File: src/rtl/program_sequencer.sv
// rtl/program_sequencer.sv - launches one of four processor programs from button edges
// Holds the launched code for HOLD_CYCLES, then waits for cpu_done or a run timeout.
module program_sequencer #(
  parameter int HOLD_CYCLES = 4,
  parameter int TIMEOUT     = 4096
) (
  input  logic        clock,
  input  logic        reset,
  input  logic        fib_act,
  input  logic        sort_act,
  input  logic        save_act,
  input  logic        load_act,
  input  logic        cpu_done,
  output logic [31:0] program_selector,
  output logic        busy,
  output logic        pend_valid,
  output logic        done,
  output logic        timeout
);

  localparam int HOLD_EFF = (HOLD_CYCLES < 1) ? 1 : HOLD_CYCLES;
  localparam int HW       = $clog2(HOLD_EFF + 1);
  localparam int TW       = (TIMEOUT < 2) ? 1 : $clog2(TIMEOUT);

  typedef enum logic [1:0] {IDLE, LAUNCH, RUN} state_t;

  state_t          state;
  logic [3:0]      act_now;
  logic [3:0]      act_prev;
  logic [3:0]      rise;
  logic            new_req;
  logic [2:0]      new_code;
  logic [2:0]      sel_code;
  logic [2:0]      pend_code;
  logic [HW-1:0]   hold_cnt;
  logic [TW-1:0]   run_cnt;

  assign act_now = {load_act, save_act, sort_act, fib_act};
  assign rise    = act_now & ~act_prev;
  assign new_req = |rise;

  // Fixed priority: lower-numbered programs win, the rest are discarded.
  always_comb begin
    new_code = 3'd0;
    if (rise[0])      new_code = 3'd1;
    else if (rise[1]) new_code = 3'd2;
    else if (rise[2]) new_code = 3'd3;
    else if (rise[3]) new_code = 3'd4;
  end

  assign program_selector = {29'd0, sel_code};
  assign busy             = (state != IDLE);

  always_ff @(posedge clock or posedge reset) begin
    if (reset) begin
      state      <= IDLE;
      act_prev   <= 4'hF;
      sel_code   <= 3'd0;
      pend_code  <= 3'd0;
      pend_valid <= 1'b0;
      hold_cnt   <= '0;
      run_cnt    <= '0;
      done       <= 1'b0;
      timeout    <= 1'b0;
    end else begin
      act_prev <= act_now;
      done     <= 1'b0;
      timeout  <= 1'b0;
      case (state)
        IDLE: begin
          if (pend_valid) begin
            sel_code   <= pend_code;
            hold_cnt   <= '0;
            state      <= LAUNCH;
            pend_valid <= new_req;
            pend_code  <= new_code;
          end else if (new_req) begin
            sel_code <= new_code;
            hold_cnt <= '0;
            state    <= LAUNCH;
          end
        end
        LAUNCH: begin
          if (hold_cnt == HW'(HOLD_EFF - 1)) begin
            sel_code <= 3'd0;
            run_cnt  <= '0;
            state    <= RUN;
          end else begin
            hold_cnt <= hold_cnt + 1'b1;
          end
        end
        RUN: begin
          // Completion wins over a coincident timeout.
          if (cpu_done) begin
            done  <= 1'b1;
            state <= IDLE;
          end else if (run_cnt == TW'(TIMEOUT - 1)) begin
            timeout <= 1'b1;
            state   <= IDLE;
          end else begin
            run_cnt <= run_cnt + 1'b1;
          end
        end
        default: state <= IDLE;
      endcase
      if (state != IDLE && new_req && !pend_valid) begin
        pend_valid <= 1'b1;
        pend_code  <= new_code;
      end
    end
  end

endmodule

File: config.mk
export PLATFORM = sky130hd
export DESIGN_NAME = program_sequencer
export DESIGN_NICKNAME = d
export VERILOG_FILES = /design/src/rtl/program_sequencer.sv
export SDC_FILE = /design/constraint.sdc
export NUM_CORES = 1
export LEC_CHECK = 0
export BUFFER_PORTS_ARGS = -buffer_cell sky130_fd_sc_hd__buf_4
export CAP_MARGIN = 20
export CORE_ASPECT_RATIO = 2
export CORE_UTILIZATION = 40
export CTS_CLUSTER_SIZE = 14
export DETAILED_ROUTE_END_ITERATION = 6
export GPL_ROUTABILITY_DRIVEN = 0
export GPL_TIMING_DRIVEN = 0
export PLACE_DENSITY = 0.65
export SKIP_CTS_REPAIR_TIMING = 1
export SLEW_MARGIN = 40
export SYNTH_ARGS = -nofsm -noshare
export SYNTH_HDL_FRONTEND = slang
export SYNTH_SLANG_ARGS = --single-unit
File: constraint.sdc
create_clock -name clock -period 4.7 [get_ports clock]
set_clock_uncertainty 0.2 [all_clocks]
set_input_delay 0.47 -clock clock [delete_from_list [all_inputs] [get_ports clock]]
set_output_delay 0.47 -clock clock [all_outputs]
set_load 0.01 [all_outputs]
==> impl_results.md, run 1 <==
- Run status: finished, final reports clean
- Hold Worst Slack: 0.0829 ns
- I/O Buffers: 13
- Synth Flop Type: dfrtp_1
- TritonCTS clock tree: built
- Fin crit share: 0.470
- Clock root cell: clkbuf_8
- Top post-synthesis cells by area: dfrtp_1 36%, buf_4 12%, dfstp_2 5.9%, mux2i_1 3.9%, a31oi_1 3.2%
- Crit path DAT: 1.54 ns
- Syn Area/Cell: 9.31 sq um
- Clock Latency Late Sink: 0.28 ns
- RSZ-0062 raised after global routing: no
- P_leak: 1.06 nW
- Dpl cells: 287
- Clock buffer depth: 2
- Critical path's largest stage delay: 0.44 ns
- Initial drt markers: 27
- Number of flops mapped to enable cells by yosys: 0
- Multi-input logic area: 828 sq um
- Reg2Reg Setup Slack: 2.55 ns
- Crit Reg-Reg Endpoint: sel_code[1]
- Worst Setup End Kind: output port
- Reg area: 756 sq um
- Maximum fanout along the worst path: 8
- Fin area: 2150 sq um
- Global-route usage over all layers: 0.166
- Die Span Y: 96.5 microns
- Nets: 250
- CP required: 4.03 ns
- Cell Chain, Critical Path: nor2_1 -> clkinv_1 -> buf_4
- First-pass GRT wire length: 5870 microns
- Initial core utilization: 0.416
- Tot Pwr: 0.841 mW
- CP top delay family: buffers and inverters
- Post-synth top cells: 29 x buf_4, 26 x dfrtp_1, 15 x inv_1
- Htree depth: 2
- Die ar.: 4750 sq um
- Vias in the first global route: 1313
- Die W: 49.3 microns
- HP Class: in2async
- Critical path class: reg2out
- Critical Path Source Type: flip-flop
- Initial antenna violation count: 0
- Layout cells sized above 1: 0.261
- CP bufs+invs: 2
- Minimum clock period: 2.21 ns
- Via count: 1422
- Async S/R FF share, synth: 1.00
- CORE AREA: 4300 sq um
- Post-Place Cell Area: 2060 sq um
- CP max stage cell: dfrtp_1
- Fill cell count: 424
- Slew Viols, Final: 0
- DRT Pass-1 Iters: 4
- Synth warnings: 0
- Most frequent cell after synthesis: buf_4
- Pre-CTS setup slack: 2.33 ns
- CTS Buf Count: 5
- Hold Vio Cnt, Final: 0
- Row count: 34
- Pin count of the biggest net entering global routing: 31
- Max Freq: 0.453 GHz
- I/O Pins: 43
- Total gr overflow: 0
- Setup TNS: 0 ns
- Maxcap violations: 0
- CTS clk-pin slew, worst paths: 0.07 ns
- Final Util: 0.500
- Post-synthesis cell area: 1790 sq um
- Distinct cell type count of the synthesized netlist: 42
- DP HPWL: 2730 microns
- Worst-case reg-to-reg path depth: 4
- PD cells: 392 nW/um^2
- Post-synthesis register bit count: 30
- Slew margin rel.: 0.548
- Wire per inst: 12.3 microns
- Vias per cell: 4.82
- DRC Markers: 0
- Antenna cells: 0
- Worst-margin pin slew: 0.678 ns
- # setup viols final: 0
- Antenna Violating Nets Remaining: 0
- Synthesized instance count: 192
- Final WS setup: 2.49 ns
- CTS sink count: 30
- Setup crit start: state[0]
- Area Overhead vs Synth: 20.2%
- Detailed Route WL: 3640 microns
- R2R Path Start: pend_valid
- Non-filler cells, final: 295
- Area leader, netlist: dfrtp_1
- Peak supply drop: 186 uV
- Share of the synthesized area in the top cell type: 0.364
- Sequential area share after synthesis: 0.423
[placed cells by master (no fill, tap or decap), drive strengths merged, types with 3 or more instances in the layout]
cell type   n
buf        45
conb       29
dfrtp      26
inv        15
nand2      14
clkbuf     11
nand3      10
a31oi       9
o21ai       9
a21oi       8
nor2        7
mux2i       7
nor2b       5
dfstp       4
a221oi      4
and4        3
a22oi       3
nand4       3
ha          3
[report_power, final]
group,internal [mW],switching (mW),total [mW]
Sequential,0.310,0.0347,0.345
Combinational,0.131,0.155,0.285
Clock,0.118,0.0929,0.211
[metal layers]
metal  global-route usage  share of wire  vias up
li1                     -              -      712
met1                0.149           0.37      655
met2                0.320           0.56       42
met3               0.0282          0.033       13
met4                0.127          0.041        0
met5                    0              0        -
[sequential cells by signal (all words and copies together), names as in the netlist]
| name | count |
|---|---|
| done | 1 |
| pend_code | 3 |
| act_prev | 4 |
| hold_cnt | 3 |
| timeout | 1 |
| pend_valid | 1 |
| run_cnt | 12 |
| sel_code | 3 |
| state | 2 |
[kinds of logic after synthesis]
| kind of cell | synth area share |
|---|---|
| other cells | 0.00210 |
| buf+inv | 0.172 |
| fa+ha+maj | 0.0266 |
| mux | 0.0518 |
| compound gates | 0.152 |
| flops | 0.423 |
| simple gates | 0.172 |
[layout make-up]
| class | count | share of cell area |
|---|---|---|
| Sequential cell | 30 | 0.352 |
| Buffer | 36 | 0.115 |
| Timing Repair Buffer | 13 | 0.0454 |
| Clock inverter | 1 | 0.00233 |
| Multi-Input combinational cell | 138 | 0.386 |
| Tap cell | 54 | 0.0315 |
| Inverter | 16 | 0.0280 |
| Clock buffer | 7 | 0.0402 |
[worst max-delay path by stage]
stage	slack, ns	to	cells past startpoint
final	2.49	busy	3
after global routing	2.36	busy	3
after CTS	2.48	busy	3
after detailed placement	2.33	sel_code[1]	5
after global placement	2.35	sel_code[1]	5
after floorplan	2.76	sel_code[1]	4
No activity file was read; power rests on OpenSTA's default activity.
==> inputs of run 2 (changes only) <==
Settings changed: PLACE_DENSITY 0.65 to 0.67.
Clock period 4.7 ns to 1.9 ns, I/O delays scaled along.
==> impl_results.md, run 2 (synthesis results as in run 1) <==
- DP HPWL: 2760 microns (+1.1%)
- DRT Pass-1 Iters: 6 (+2)
- Global-route usage over all layers: 0.167 (+0.00110)
- Hold Path Cell Cnt: 4
- Biggest regs: run_cnt x12, act_prev x4
- Hold path start: cpu_done
- Wire per inst: 12.4 microns (+0.19%)
- RSZ-0062 raised after global routing: yes
- Die Span Y: 96.5 microns (unchanged)
- Worst-case reg-to-reg path depth: 4 (unchanged)
- Worst Setup End Kind: flip-flop
- Vias in the first global route: 1307 (-0.46%)
- CP required: 1.87 ns (-2.16 ns)
- P_leak: 1.13 nW (+6.0%)
- Vias per cell: 4.81 (-0.16%)
- Initial core utilization: 0.416 (unchanged)
- Maximum fanout along the worst path: 6 (-2)
- Peak supply drop: 514 uV (+180%)
- Crit path DAT: 1.90 ns (+0.36 ns)
- Via count: 1463 (+2.9%)
- I/O Pins: 43 (unchanged)
- Hold Vio Cnt, Final: 0 (unchanged)
- Reg2Reg Setup Slack: -0.04 ns (-2.59 ns)
- Most common cell after layout, fill and taps aside: buf_4
- Non-filler cells, final: 304 (+3.1%)
- Run status: complete, but fails checks
- Failing checks: setup timing
- Pin count of the biggest net entering global routing: 31 (unchanged)
- CTS Buf Count: 5 (unchanged)
- First-pass GRT wire length: 5880 microns (+0.22%)
- DRC Markers: 0 (unchanged)
- Critical Path Source Type: flip-flop
- Row count: 34 (unchanged)
- I/O Buffers: 13 (unchanged)
- Slew margin rel.: 0.574 (+0.0259)
- Layout cells sized above 1: 0.324 (+0.0626)
- Hold Worst Slack: 0.0995 ns (+0.0166 ns)
- Clock Latency Late Sink: 0.28 ns (about the same)
- Final WS setup: -0.0381 ns (-2.53 ns)
- Dpl cells: 287 (unchanged)
- Crit Reg-Reg Endpoint: pend_code[1]
- Area Overhead vs Synth: 28.7%
- Pre-CTS setup slack: -0.188 ns (-2.52 ns)
- Critical path class: reg2reg
- Worst-margin pin slew: 0.638 ns (-0.0398 ns)
- Die W: 49.3 microns (unchanged)
- Most frequent cells in the layout: 48 x buf_4, 29 x conb_1, 24 x dfrtp_1
- Largest register FFs: 12 (unchanged)
- Die ar.: 4750 sq um (unchanged)
- PD cells: 942 nW/um^2 (+140%)
- TritonCTS clock tree: built
- Slew Viols, Final: 0 (unchanged)
- CTS sink count: 30 (unchanged)
- Setup TNS: -0.0553 ns (-0.0553 ns)
- Clock buffer depth: 2 (unchanged)
- Nets: 259 (+3.6%)
- HP Class: in2reg
- R2R Path Start: act_prev[2]
- Antenna Violating Nets Remaining: 0 (unchanged)
- Max Freq: 0.516 GHz
- Minimum clock period: 1.94 ns
- Clock root cell: clkbuf_8
- Htree depth: 2 (unchanged)
- Initial drt markers: 24 (-11%)
- Worst hold path endpoint: run_cnt[8]
- Total gr overflow: 0 (unchanged)
- Fin crit share: 1.02
- Top reg by flops: run_cnt
- Post-Place Cell Area: 2060 sq um (unchanged)
- Antenna cells: 0 (unchanged)
- CORE AREA: 4300 sq um (unchanged)
- # setup viols final: 3 (+3)
- CTS clk-pin slew, worst paths: 0.07 ns (about the same)
- Fin area: 2300 sq um (+7.0%)
- Detailed Route WL: 3760 microns (+3.2%)
- Maxcap violations: 0 (unchanged)
- Initial antenna violation count: 0 (unchanged)
run 2: cell count changes in the layout (fill, tap and decap cells not counted), sizes merged:
cell | previous run | this run
buf | 45 | 51
clkbuf | 11 | 8
clkinv | 2 | 1
dlygate4sd3 | 0 | 6
inv | 15 | 16
run 2: power breakdown:
part / leakage (nW) / switching, mW / total (mW) / internal, mW
combinational: 0.697 / 0.396 / 0.768 / 0.373
clock: 0.0482 / 0.237 / 0.529 / 0.292
sequential: 0.383 / 0.0976 / 0.868 / 0.770
run 2: routing by layer:
layer,routed length (microns),global-route usage,vias to the layer above
met5,0,0,-
met4,104,0.125,0
met3,103,0.0235,10
met2,2210,0.326,40
met1,1330,0.151,679
li1,-,-,734
run 2: worst max path at each step:
stage | startpoint | end | slack (ns) | cells after the start
2_1_floorplan | run_cnt[0] | run_cnt[9] | 0.003 | 6
3_3_place_gp | act_prev[2] | sel_code[1] | -0.19 | 4
3_5_place_dp | act_prev[2] | sel_code[1] | -0.19 | 4
4_1_cts | act_prev[2] | sel_code[1] | -0.21 | 4
5_1_grt | hold_cnt[0] | sel_code[1] | -0.13 | 5
6_report | act_prev[2] | pend_code[1] | -0.04 | 4
run 2: final cells by class:
class,count,area (sq um)
Fill cell,405,2000
Multi-Input combinational cell,138,876
Sequential cell,30,758
Buffer,33,244
Timing Repair Buffer,25,203
Clock buffer,7,86.3
Tap cell,54,67.6
Inverter,16,60.1
Clock inverter,1,5.00
run 2: per-stage QoR:
step,total power [mW],utilization
3_5_place_dp,1.57,0.479
4_1_cts,2.11,0.500
6_report,2.17,0.535
5_1_grt,2.32,0.535
3_3_place_gp,1.55,0.479
2_1_floorplan,1.38,-
run 2: critical path, cell delays in order (launching register included):
cell and delay, ns:
dfstp_2 0.53, and2b_1 0.27, o41ai_2 0.42, o21ai_0 0.13, mux2_2 0.28
==> inputs of run 3 (changes only) <==
Settings changed: ABC_AREA from default to 1.
==> impl_results.md, run 3 <==
- Vias in the first global route: 1376 (+5.3%)
- Most frequent cell after synthesis: nand2_1
- I/O Pins: 43 (unchanged)
- P_leak: 1.16 nW (+3.0%)
- Max Freq: 0.561 GHz (+8.8%)
- Slew Viols, Final: 0 (unchanged)
- Die Span Y: 97.1 microns (+0.65%)
- Distinct cell type count of the synthesized netlist: 25 (-40%)
- # setup viols final: 0 (-3)
- HP Class: in2reg
- Biggest regs: run_cnt x12, act_prev x4
- CTS Buf Count: 5 (unchanged)
- First-pass GRT wire length: 6030 microns (+2.6%)
- DRT Pass-1 Iters: 4 (-2)
- Post-synthesis cell area: 1810 sq um (+1.3%)
- RSZ-0062 raised after global routing: no
- Worst Setup End Kind: flip-flop
- Htree depth: 2 (unchanged)
- Clock root cell: clkbuf_8
- Sequential area share after synthesis: 0.417 (-0.00555)
- Wire per inst: 10.3 microns (-16%)
- Syn Area/Cell: 7.51 sq um (-19%)
- Row count: 34 (unchanged)
- Share of the synthesized area in the top cell type: 0.359 (-0.00478)
- Met2 Use GR: 0.309 (-0.0178)
- DRC Markers: 0 (unchanged)
- Area Overhead vs Synth: 24.5%
- Post-synthesis register bit count: 30 (unchanged)
- Clock buffer depth: 2 (unchanged)
- Crit path DAT: 1.76 ns (-0.14 ns)
- Most common cell after layout, fill and taps aside: nand2_1
- Number of flops mapped to enable cells by yosys: 0 (unchanged)
- Fin crit share: 0.938 (-0.0822)
- Global-route usage over all layers: 0.165 (-0.00176)
- Critical Path Source Type: flip-flop
- Nets: 308 (+19%)
- CORE AREA: 4340 sq um (+0.99%)
- Async S/R FF share, synth: 1.00 (unchanged)
- Die W: 49.6 microns (+0.63%)
- Initial core utilization: 0.417 (+0.00140)
- Tot Pwr: 2.02 mW (-6.8%)
- Antenna Violating Nets Remaining: 0 (unchanged)
- Top reg by flops: run_cnt
- Via count: 1572 (+7.5%)
- Met3 GRT Util: 0.0282 (+0.00469)
- Initial antenna violation count: 0 (unchanged)
- Slew margin rel.: 0.568 (-0.00609)
- Detailed Route WL: 3650 microns (-2.8%)
- Maxcap violations: 0 (unchanged)
- Synthesized instance count: 241 (+26%)
- Met1 usage: 0.164 (+0.0133)
- I/O Buffers: 13 (unchanged)
- PD cells: 896 nW/um^2 (-4.9%)
- Maximum fanout along the worst path: 10 (+4)
- Vias per cell: 4.45 (-7.5%)
- Peak supply drop: 475 uV (-7.5%)
- TritonCTS clock tree: built
- Synth warnings: 0 (unchanged)
- Worst-margin pin slew: 0.647 ns (+0.00912 ns)
- Total gr overflow: 0 (unchanged)
- Fin area: 2250 sq um (-2.0%)
- Pin count of the biggest net entering global routing: 31 (unchanged)
- Post-synth top cells: 69 x nand2_1, 29 x buf_4, 27 x nor2_1
- Critical path class: reg2reg
- Antenna cells: 0 (unchanged)
- CP required: 1.87 ns (about the same)
- CTS clk-pin slew, worst paths: 0.07 ns (about the same)
- DP HPWL: 2750 microns (-0.34%)
- Post-Place Cell Area: 2080 sq um (+1.2%)
- Synth Flop Type: dfrtp_1
- Most frequent cells in the layout: 69 x nand2_1, 45 x buf_4, 29 x conb_1
- Die ar.: 4820 sq um (+1.3%)
- Largest register FFs: 12 (unchanged)
- Layout cells sized above 1: 0.234 (-0.0899)
- GRT Max-Usage Layer: met2
- Top post-synthesis cells by area: dfrtp_1 36%, nand2_1 14%, buf_4 12%, dfstp_2 5.8%, nor2_1 5.6%
- Run status: finished, final reports clean
- Hold Vio Cnt, Final: 0 (unchanged)
- Area leader, netlist: dfrtp_1
- Clock Latency Late Sink: 0.29 ns (about the same)
- Initial drt markers: 36 (+50%)
- CTS sink count: 30 (unchanged)
- Minimum clock period: 1.78 ns (-0.156 ns)
[run 3: area by class of cell]
class	count	area [sq um]
inverters	24	90.1
repair buffers	22	180
plain buffers	30	229
well taps	54	67.6
flip-flops and latches	30	756
clock buffers	6	72.6
clock inverters	2	10.0
fillers	448	2090
multi-input cells	185	848
[run 3: power breakdown]
group / internal, mW / switching [mW]
Clock: 0.253 / 0.247
Sequential: 0.762 / 0.0756
Combinational: 0.278 / 0.402
Total: 1.29 / 0.725
[run 3: through the flow]
stage | cells | TNS (ns) | worst slack [ns] | utilization | hold slack [ns]
finish | 353 | 0 | 0.118 | 0.519 | 0.172
global route | 353 | 0 | 0.00720 | 0.519 | 0.230
floorplan | 269 | 0 | 0.283 | - | -0.00552
detailed placement | 336 | 0 | 0.0299 | 0.480 | 0.109
CTS | 344 | -0.00620 | -0.00468 | 0.499 | -0.191
global placement | 336 | 0 | 0.0637 | 0.480 | 0.108
[run 3: worst max-delay path: stages (launching register included)]
cell	delay [ns]
dfrtp_1	0.40
ha_2	0.24
nand2_2	0.10
nor2_4	0.14
nand3_2	0.12
nand3_4	0.10
nand2_4	0.09
buf_6	0.17
nand2_1	0.07
nand2_1	0.05
[run 3: per-layer routing]
| layer | share of wire | up-vias |
|---|---|---|
| met5 | 0 | - |
| met4 | 0.021 | 0 |
| met3 | 0.040 | 5 |
| li1 | - | 811 |
| met2 | 0.56 | 45 |
| met1 | 0.38 | 711 |
[run 3: final timing paths]
| kind | from | endpoint | slack (ns) | depth (start not counted) |
|---|---|---|---|---|
| worst max-delay path | run_cnt[1] | run_cnt[10] | 0.12 | 9 |
| worst min-delay path | sort_act | pend_code[2] | 0.17 | 6 |
| worst max register to register | run_cnt[1] | run_cnt[10] | 0.12 | 9 |
| worst min register to register | pend_code[0] | pend_code[0] | 0.27 | 2 |
| max in group asynchronous | reset | run_cnt[3] | 0.72 | 3 |
| min in group asynchronous | reset | run_cnt[1] | 0.35 | 3 |
[run 3: cell families after synthesis]
family	count (synthesis)	synth area share
buffers and inverters	54	0.176
adder cells (fa/ha/maj)	3	0.0207
AO/OA/AOI/OAI	27	0.0809
AND/OR/NAND/NOR	126	0.303
other	1	0.00207
flip-flops	30	0.417
